File: config.mk
export PLATFORM = sky130hd
export DESIGN_NAME = ctrl_seq
export DESIGN_NICKNAME = d
export VERILOG_FILES = /design/src/rtl/ctrl_seq_pkg.sv /design/src/rtl/ctrl_seq.sv
export SDC_FILE = /design/constraint.sdc
export NUM_CORES = 1
export LEC_CHECK = 0
export ABC_AREA = 1
export BUFFER_PORTS_ARGS = -buffer_cell sky130_fd_sc_hd__buf_2
export CAP_MARGIN = 15
export CORE_MARGIN = 1.5
export CORE_UTILIZATION = 50
export DETAILED_ROUTE_END_ITERATION = 7
export PLACE_DENSITY = 0.9
export SKIP_CTS_REPAIR_TIMING = 1
export SYNTH_ARGS = -nofsm -noshare
export SYNTH_HDL_FRONTEND = slang
export SYNTH_SLANG_ARGS = --single-unit
File: constraint.sdc
create_clock -name clk -period 2.8 [get_ports clk]
set_input_delay 0.28 -clock clk [delete_from_list [all_inputs] [get_ports clk]]
set_output_delay 0.28 -clock clk [all_outputs]
set_load 0.02 [all_outputs]
File: src/rtl/ctrl_seq_pkg.sv
// Shared widths, instruction layout and FSM state encoding for the ctrl_seq sequencer.
package ctrl_seq_pkg;

    localparam int DATA_WIDTH   = 8;
    localparam int BUS_WIDTH    = 8;
    localparam int OPCODE_WIDTH = 6;
    localparam int REG_AW       = 4;
    localparam int PC_WIDTH     = 8;
    localparam int INSTR_W      = OPCODE_WIDTH + REG_AW + 2 * BUS_WIDTH;

    localparam logic [15:0] RETIRED_MAX = 16'hFFFF;

    typedef enum logic [2:0] {
        SFETCH  = 3'd0,
        SDECODE = 3'd1,
        SREAD   = 3'd2,
        SCALC   = 3'd3,
        SWRITE  = 3'd4,
        SHALT   = 3'd5
    } state_t;

endpackage

File: src/rtl/ctrl_seq.sv
// Multi-cycle instruction sequencer: fetch, decode, operand read, ALU handshake, writeback.
// The ALU and register file sit beside this block at the top level.
module ctrl_seq #(
    parameter int DATA_WIDTH   = ctrl_seq_pkg::DATA_WIDTH,
    parameter int BUS_WIDTH    = ctrl_seq_pkg::BUS_WIDTH,
    parameter int OPCODE_WIDTH = ctrl_seq_pkg::OPCODE_WIDTH,
    parameter int REG_AW       = ctrl_seq_pkg::REG_AW,
    parameter int PC_WIDTH     = ctrl_seq_pkg::PC_WIDTH,
    localparam int INSTR_W     = OPCODE_WIDTH + REG_AW + 2 * BUS_WIDTH
) (
    input  logic                    clk,
    input  logic                    rst,
    output logic [PC_WIDTH-1:0]     pc,
    input  logic [INSTR_W-1:0]      instr,
    input  logic                    instr_valid,
    output logic [REG_AW-1:0]       rd_addr1,
    output logic [REG_AW-1:0]       rd_addr2,
    input  logic [DATA_WIDTH-1:0]   rd_data1,
    input  logic [DATA_WIDTH-1:0]   rd_data2,
    output logic                    alu_en,
    output logic [OPCODE_WIDTH-1:0] opcode,
    output logic [DATA_WIDTH-1:0]   value1,
    output logic [DATA_WIDTH-1:0]   value2,
    output logic [BUS_WIDTH-1:0]    addr1,
    output logic [BUS_WIDTH-1:0]    addr2,
    input  logic [DATA_WIDTH-1:0]   result,
    input  logic                    calc_done,
    input  logic                    err,
    input  logic                    finish,
    output logic                    wr_en,
    output logic [REG_AW-1:0]       wr_addr,
    output logic [DATA_WIDTH-1:0]   wr_data,
    output logic                    halted,
    output logic                    fault,
    output logic [15:0]             retired
);
    import ctrl_seq_pkg::*;

    localparam int A2_LSB  = 0;
    localparam int A1_LSB  = BUS_WIDTH;
    localparam int DST_LSB = 2 * BUS_WIDTH;
    localparam int OP_LSB  = 2 * BUS_WIDTH + REG_AW;

    state_t                  state_q, state_d;
    logic [INSTR_W-1:0]      ir_q, ir_d;
    logic [PC_WIDTH-1:0]     pc_q, pc_d;
    logic [DATA_WIDTH-1:0]   value1_q, value1_d;
    logic [DATA_WIDTH-1:0]   value2_q, value2_d;
    logic                    wr_en_q, wr_en_d;
    logic [REG_AW-1:0]       wr_addr_q, wr_addr_d;
    logic [DATA_WIDTH-1:0]   wr_data_q, wr_data_d;
    logic [15:0]             retired_q, retired_d;
    logic                    fault_q, fault_d;
    logic [REG_AW-1:0]       ir_dst;

    // Operand fields come straight from the instruction register, so they
    // stay valid from decode through writeback and hold until the next fetch.
    assign ir_dst   = ir_q[DST_LSB +: REG_AW];
    assign rd_addr1 = ir_q[A1_LSB +: REG_AW];
    assign rd_addr2 = ir_q[A2_LSB +: REG_AW];
    assign opcode   = ir_q[OP_LSB +: OPCODE_WIDTH];
    assign addr1    = ir_q[A1_LSB +: BUS_WIDTH];
    assign addr2    = ir_q[A2_LSB +: BUS_WIDTH];

    assign pc      = pc_q;
    assign value1  = value1_q;
    assign value2  = value2_q;
    assign wr_en   = wr_en_q;
    assign wr_addr = wr_addr_q;
    assign wr_data = wr_data_q;
    assign retired = retired_q;
    assign fault   = fault_q;
    assign halted  = (state_q == SHALT);

    always_comb begin
        state_d   = state_q;
        ir_d      = ir_q;
        pc_d      = pc_q;
        value1_d  = value1_q;
        value2_d  = value2_q;
        wr_en_d   = 1'b0;
        wr_addr_d = wr_addr_q;
        wr_data_d = wr_data_q;
        retired_d = retired_q;
        fault_d   = fault_q;
        alu_en    = 1'b0;
        case (state_q)
            SFETCH: begin
                if (instr_valid) begin
                    ir_d    = instr;
                    state_d = SDECODE;
                end
            end
            SDECODE: state_d = SREAD;
            SREAD: begin
                value1_d = rd_data1;
                value2_d = rd_data2;
                state_d  = SCALC;
            end
            SCALC: begin
                // finish outranks err, so a simultaneous pair halts cleanly
                if (finish) begin
                    state_d = SHALT;
                end else if (err) begin
                    state_d = SHALT;
                    fault_d = 1'b1;
                end else begin
                    alu_en = 1'b1;
                    if (calc_done) state_d = SWRITE;
                end
            end
            SWRITE: begin
                wr_en_d   = 1'b1;
                wr_addr_d = ir_dst;
                wr_data_d = result;
                pc_d      = pc_q + PC_WIDTH'(1);
                if (retired_q != RETIRED_MAX) retired_d = retired_q + 16'd1;
                state_d   = SFETCH;
            end
            SHALT: state_d = SHALT;
            default: state_d = SFETCH;
        endcase
    end

    always_ff @(posedge clk or posedge rst) begin
        if (rst) begin
            state_q   <= SFETCH;
            ir_q      <= '0;
            pc_q      <= '0;
            value1_q  <= '0;
            value2_q  <= '0;
            wr_en_q   <= 1'b0;
            wr_addr_q <= '0;
            wr_data_q <= '0;
            retired_q <= '0;
            fault_q   <= 1'b0;
        end else begin
            state_q   <= state_d;
            ir_q      <= ir_d;
            pc_q      <= pc_d;
            value1_q  <= value1_d;
            value2_q  <= value2_d;
            wr_en_q   <= wr_en_d;
            wr_addr_q <= wr_addr_d;
            wr_data_q <= wr_data_d;
            retired_q <= retired_d;
            fault_q   <= fault_d;
        end
    end

endmodule

Word-level counts from Yosys, hierarchy flattened:

Cells that the tools add are included.

* logic and storage cells: 35
* output and inout port bits: 86
* register bits after elaboration: 83
* input bits: 56

* mux-type cells: 9
* bitwise logic cells: 1
* equal/unequal tests: 8
* reduce and logical (&&, ||, !) cells: 5
* add/sub/neg operators: 2

Operators with widths (count)
* 16-bit by 1-bit adder with 16-bit output, second input constant: 1
* 16-bit != test, second input constant: 1
* 3-bit one-hot mux with 5 select lines: 1
* 3-bit two-way mux: 4
* 8-bit by 1-bit adder with 8-bit output, second input constant: 1
* 3-bit by 2-bit equality test with 1-bit output, second input constant: 2
* 3-bit equality test, second input constant: 2
* 2-bit AND reduction: 3
* 1-bit two-way mux: 4
* 4-bit != test, second input constant: 1
* 3-bit by 1-bit equality test with 1-bit output, second input constant: 1
* 3-bit logical NOT: 1
* 3-bit AND reduction: 1
* 2-bit != test, second input constant: 1
* 1-bit NOT: 1

Logic depth before layout (Yosys ltp):

* depth after elaboration: 4
* gate-level depth with buffers: 9
* gate-level depth less buffers: 8

Worst setup path before layout:

No wires, ideal clock.

* kind: flip-flop to flip-flop
* start: register retired_q[1], in the netlist retired[1]
* end: register retired_q[12], in the netlist retired[12]
* buffers on the path: 1
* arrival: 1.478 ns
* path slack: 1.204 ns
* cell stages (with the launch flop): 10
* clock period less this slack: 1.596 ns
* path through: dfrtp_1 > ha_1 > nand2_1 > nor2_1 > nand2_2 > nor2_4 > nor2_4 > buf_6 > nand3b_1 > nand2_1

* cells in the longest elaborated chain, start to end: 2
* elaborated cells on any way between the ends: 3

Ends and longest elaborated chain
* start: declaration: RTL line ctrl_seq.sv:52 `logic [15:0] retired_q, retired_d;`
* start signal: assignment: RTL line ctrl_seq.sv:146 `retired_q <= retired_d;`
* parallel branches: the longest is 2 deep, another holds 16-bit by 1-bit adder with 16-bit output

Parallel ways; which one is timed is not known.
A chain may end at the register's enable or synchronous reset.

Worst setup path after layout:

* start: register state_q[2]
* end: output port alu_en

* cells in the longest elaborated chain, start to end: 2

Ends and longest elaborated chain
* start: declaration: RTL line ctrl_seq.sv:44 `state_t state_q, state_d;`
* start signal: assignment: RTL line ctrl_seq.sv:138 `state_q <= state_d;`
* 3-bit by 2-bit equality test with 1-bit output: RTL line ctrl_seq.sv:87 `case (state_q)`
* 1-bit two-way mux: RTL line ctrl_seq.sv:87
* end: declaration: RTL line ctrl_seq.sv:20 `output logic alu_en,`

No other way between the ends.

==> report_table.html <==
<table>
<tr><th>Metric</th><th>Value</th></tr>
<tr><th colspan="2">Outcome</th></tr>
<tr><td>Result of the run</td><td>finished, final reports clean</td></tr>
<tr><th colspan="2">Timing</th></tr>
<tr><td>Unrepaired setup endpoints after global routing</td><td>false</td></tr>
<tr><td>Transition time at the pin with the least slew margin</td><td>0.631 ns</td></tr>
<tr><td>Final-report max-slew violation count</td><td>0</td></tr>
<tr><td>Final critical delay including setup and external delays</td><td>just under 2 ns</td></tr>
<tr><td>Final Hold Vio Count</td><td>0</td></tr>
<tr><td>Setup-failing EPs final</td><td>0</td></tr>
<tr><td>Fmax</td><td>0.514 GHz</td></tr>
<tr><td>Max transition margin</td><td>57.8%</td></tr>
<tr><td>Final worst setup slack</td><td>0.856 ns</td></tr>
<tr><td>Clock Skews</td><td>0.00824 ns</td></tr>
<tr><td>Final TNS setup</td><td>0 ns</td></tr>
<tr><td>Period utilisation layout</td><td>69.4%</td></tr>
<tr><th colspan="2">Power</th></tr>
<tr><td>Combinational share of power</td><td>41.6%</td></tr>
<tr><td>Power share of the clock group</td><td>19.8%</td></tr>
<tr><td>Switching power</td><td>2.05 mW</td></tr>
<tr><td>Sw frac</td><td>39.8%</td></tr>
<tr><td>VDD IR max</td><td>0.555 mV</td></tr>
<tr><td>Leakage dissipation</td><td>2.62 nW</td></tr>
<tr><td>Power Density</td><td>between 1000 and 1500 mW/mm²</td></tr>
<tr><td>Seq pwr share</td><td>roughly two fifths</td></tr>
<tr><td>Internal Dissipation</td><td>3.11 mW</td></tr>
<tr><th colspan="2">Synth</th></tr>
<tr><td>Seq/Total Area, Yosys</td><td>51.8%</td></tr>
<tr><td>Number of nets in the synthesized netlist</td><td>a little under 500</td></tr>
<tr><td>Avg Synthesized Cell Area</td><td>9.48 µm²</td></tr>
<tr><td>Adder and majority cell fraction of the synthesized area</td><td>0.624%</td></tr>
<tr><td>Largest family of logic cells by synthesized area</td><td>simple AND/OR/NAND/NOR gates</td></tr>
<tr><td>Post-synthesis share of cell area spent on xor and xnor gates</td><td>2.18%</td></tr>
<tr><td>Post-synthesis instance area</td><td>0.00401 mm²</td></tr>
<tr><td>Post-Synth Simple-Gate Area</td><td>23.0%</td></tr>
<tr><td>Syn. warnings</td><td>0</td></tr>
<tr><td>Compound-gate portion of the synthesized area</td><td>2.90%</td></tr>
<tr><td>Gate count after technology mapping</td><td>423</td></tr>
<tr><td>Unique cell type count in the Yosys netlist</td><td>32</td></tr>
<tr><td>Synthesis-stage register bit count</td><td>83</td></tr>
<tr><td>Mux contribution to synthesized area</td><td>a little under a tenth</td></tr>
<tr><th colspan="2">Critical path</th></tr>
<tr><td>Peak fanout along the critical path</td><td>5</td></tr>
<tr><td>Critical Path RT</td><td>2.52 ns</td></tr>
<tr><td>Worst stage delay on the critical path</td><td>0.47 ns</td></tr>
<tr><td>Data arrival at the endpoint of the critical path</td><td>1.66 ns</td></tr>
<tr><td>Critical path launch point type</td><td>flip-flop</td></tr>
<tr><td>Origin of the critical flop-to-flop path</td><td>retired[0]$_DFFE_PP0P_</td></tr>
<tr><td>Worst setup path class</td><td>flip-flop to output pin</td></tr>
<tr><td>Critical path startpoint</td><td>state_q[2]$_DFFE_PP0P_</td></tr>
<tr><td>Slowest cell on the critical path</td><td>sky130_fd_sc_hd__dfrtp_1</td></tr>
<tr><td>Bufs and invs on worst path</td><td>3</td></tr>
<tr><td>Worst setup EP type</td><td>output pin</td></tr>
<tr><td>Cell chain of the critical path</td><td>inv_2, nand2_1, nor2_1, inv_1, nor3_1, buf_2</td></tr>
<tr><td>Largest delay share family, worst path</td><td>flip-flops</td></tr>
<tr><th colspan="2">Clock network</th></tr>
<tr><td>TritonCTS clock tree</td><td>built</td></tr>
<tr><td>Clock root buffer</td><td>sky130_fd_sc_hd__clkbuf_8</td></tr>
<tr><td>CTS buffer count</td><td>9</td></tr>
<tr><td>H-tree depth</td><td>3</td></tr>
<tr><td>Clk Latency, worst-skew pair</td><td>0.35 ns</td></tr>
<tr><td>Worst-case clock buffer depth</td><td>2</td></tr>
<tr><td>Clock transition at path regs</td><td>around 0.090 ns</td></tr>
<tr><td>TritonCTS sink count</td><td>83</td></tr>
<tr><th colspan="2">Placement</th></tr>
<tr><td>Placed instance area</td><td>0.00457 mm²</td></tr>
<tr><td>Gp weighted congestion</td><td>0.876</td></tr>
<tr><td>Post-Place Setup Slack</td><td>1.14 ns</td></tr>
<tr><td>HPWL after detailed placement</td><td>between 5 and 6 mm</td></tr>
<tr><td>Instance count after placement with tap cells included</td><td>628</td></tr>
<tr><td>Input/output buffers</td><td>about 140</td></tr>
<tr><th colspan="2">Drt</th></tr>
<tr><td>Detailed-router iteration count before antenna repair</td><td>4</td></tr>
<tr><td>Wirelength, routed</td><td>~8 mm</td></tr>
<tr><td>Residual antenna-violating net count after detailed routing</td><td>0</td></tr>
<tr><td>Avg Vias per Cell</td><td>4.80</td></tr>
<tr><td>Routed wire per std cell</td><td>approximately 12 µm</td></tr>
<tr><td>Drc violations</td><td>0</td></tr>
<tr><td>Total number of vias</td><td>roughly 3.1k</td></tr>
<tr><td>Initial DRC Count</td><td>90</td></tr>
<tr><th colspan="2">Layout</th></tr>
<tr><td>Highest-count cells in the layout ignoring fill and taps</td><td>sky130_fd_sc_hd__nand2_1 (166), sky130_fd_sc_hd__buf_2 (141), sky130_fd_sc_hd__dfrtp_1 (83)</td></tr>
<tr><td>Most common library cell in the layout ignoring fill and taps</td><td>sky130_fd_sc_hd__nand2_1</td></tr>
<tr><td>Non-filler instance count after layout</td><td>644</td></tr>
<tr><td>Final net count</td><td>595</td></tr>
<tr><td>Layout cells sized above 1</td><td>a little under two fifths</td></tr>
<tr><td>Post-route core utilization</td><td>62.2%</td></tr>
<tr><td>Synth-to-layout area growth</td><td>19.9%</td></tr>
<tr><td>Antenna diode count</td><td>0</td></tr>
<tr><td>Design area</td><td>0.00481 mm²</td></tr>
<tr><th colspan="2">Floorplan</th></tr>
<tr><td>Boundary Pins</td><td>approximately 140</td></tr>
<tr><td>Vert. Die Dim</td><td>between 90 and 100 µm</td></tr>
<tr><td>Number of cell rows</td><td>32</td></tr>
<tr><td>Total die area</td><td>0.00857 mm²</td></tr>
<tr><td>Core Box Area</td><td>0.00773 mm²</td></tr>
<tr><td>Overall die width</td><td>92.6 µm</td></tr>
<tr><td>Initial core utilization</td><td>51.9%</td></tr>
<tr><th colspan="2">GRT</th></tr>
<tr><td>Number of antenna violations at the first check in global routing</td><td>0</td></tr>
<tr><td>Number of global-route vias before repair</td><td>approximately 3.0k</td></tr>
<tr><td>All-layer global routing usage</td><td>just under 20%</td></tr>
<tr><td>Largest net degree at the start of global routing</td><td>84</td></tr>
<tr><td>First-pass GRT wire length</td><td>13.3 mm</td></tr>
<tr><td>Grt ovf</td><td>0</td></tr>
<tr><th colspan="2">Min path</th></tr>
<tr><td>Path category of the worst min-delay check</td><td>input port to asynchronous set/reset pin</td></tr>
<tr><th colspan="2">Job</th></tr>
<tr><td>Max-Cap Viols</td><td>0</td></tr>
</table>
==> worst min-delay path, stage by stage <==
cell and delay (ns):
sky130_fd_sc_hd__buf_2 0.10, sky130_fd_sc_hd__clkinv_2 0.05, sky130_fd_sc_hd__buf_12 0.35
==> sequential cells by signal, indices dropped and copies added, names as in the netlist, 3 cells and up <==
name	count
state_q	3
retired	16
value2	8
pc	8
value1	8
ir_q	26
wr_addr	4
wr_data	8
==> cell usage after synthesis <==
library cell	count	area, µm²
sky130_fd_sc_hd__a21oi_1	2	10.0
sky130_fd_sc_hd__a31o_2	1	8.76
sky130_fd_sc_hd__buf_2	4	20.0
sky130_fd_sc_hd__buf_4	31	233
sky130_fd_sc_hd__buf_6	4	45.0
sky130_fd_sc_hd__clkinv_8	1	16.3
sky130_fd_sc_hd__dfrtp_1	83	2080
sky130_fd_sc_hd__ha_1	2	25.0
sky130_fd_sc_hd__inv_1	24	90.1
sky130_fd_sc_hd__inv_2	3	11.3
sky130_fd_sc_hd__mux2_2	6	67.6
sky130_fd_sc_hd__mux2_4	20	300
sky130_fd_sc_hd__nand2_1	166	623
sky130_fd_sc_hd__nand2_2	2	12.5
sky130_fd_sc_hd__nand2_4	1	11.3
sky130_fd_sc_hd__nand3_1	7	35.0
sky130_fd_sc_hd__nand3_4	1	17.5
sky130_fd_sc_hd__nand3b_1	6	45.0
sky130_fd_sc_hd__nand4_1	3	18.8
sky130_fd_sc_hd__nor2_1	23	86.3
sky130_fd_sc_hd__nor2_2	1	6.26
sky130_fd_sc_hd__nor2_4	3	33.8
sky130_fd_sc_hd__nor3_1	3	15.0
sky130_fd_sc_hd__nor3_4	1	16.3
sky130_fd_sc_hd__o211ai_1	1	7.51
sky130_fd_sc_hd__o21ai_0	9	45.0
sky130_fd_sc_hd__o21ai_1	1	5.00
sky130_fd_sc_hd__o21ai_2	2	17.5
sky130_fd_sc_hd__o21ai_4	1	16.3
sky130_fd_sc_hd__o22ai_1	1	6.26
sky130_fd_sc_hd__xnor2_1	5	43.8
sky130_fd_sc_hd__xor2_1	5	43.8
==> final cells by class <==
class / instances / area, µm²
fillers: 620 / 2920
flip-flops and latches: 83 / 2080
multi-input cells: 273 / 1520
repair buffers: 142 / 726
well taps: 102 / 128
clock buffers: 9 / 124
inverters: 28 / 119
clock inverters: 7 / 116
==> final timing paths <==
check | endpoint | slack, ns | depth (start not counted)
min reg2reg | wr_addr[3]$_DFFE_PP0P_ | 0.47 | 2
min in group clk | wr_data[0]$_DFFE_PP0P_ | 0.12 | 3
max in group asynchronous | retired[12]$_DFFE_PP0P_ | 2.46 | 3
min | ir_q[12]$_DFFE_PP0P_ | 0.006 | 3
max reg2reg | retired[5]$_DFFE_PP0P_ | 1.12 | 6
max | alu_en | 0.86 | 6
==> per-layer routing <==
metal	vias up	wire, µm	part of all wire [%]	track usage [%]
li1	1524	-	-	-
met2	103	3970	50	34.1
met4	0	167	2.1	8.59
met5	-	0	0	0
met3	14	455	5.7	5.01
met1	1452	3390	42	23.2
==> metrics by stage <==
stage	power, mW	hold WS (ns)
2_1_floorplan	3.80	0.390
3_3_place_gp	4.08	0.405
3_5_place_dp	4.18	0.408
4_1_cts	5.22	0.0168
5_1_grt	5.50	0.0287
6_report	5.16	0.00628
==> cells by family (layout without fill, tap and decap cells) <==
group                    after synthesis  in the layout
AO/OA/AOI/OAI                         18             18
adder cells (fa/ha/maj)                2              2
flip-flops                            83             83
XOR/XNOR                              10             10
buffers and inverters                 67            186
multiplexers                          26             26
AND/OR/NAND/NOR                      217            217
==> power groups by stage <==
| stage | Combinational [mW] | Sequential (mW) | Clock [mW] |
|---|---|---|---|
| after floorplan | 1.55 | 2.25 | 0 |
| after global placement | 2.11 | 1.97 | 0 |
| after detailed placement | 2.18 | 2.00 | 0 |
| after CTS | 2.18 | 1.99 | 1.05 |
| after global routing | 2.35 | 2.05 | 1.10 |
| final | 2.15 | 1.99 | 1.02 |
Note: power is estimated with default switching activity, not from simulation.
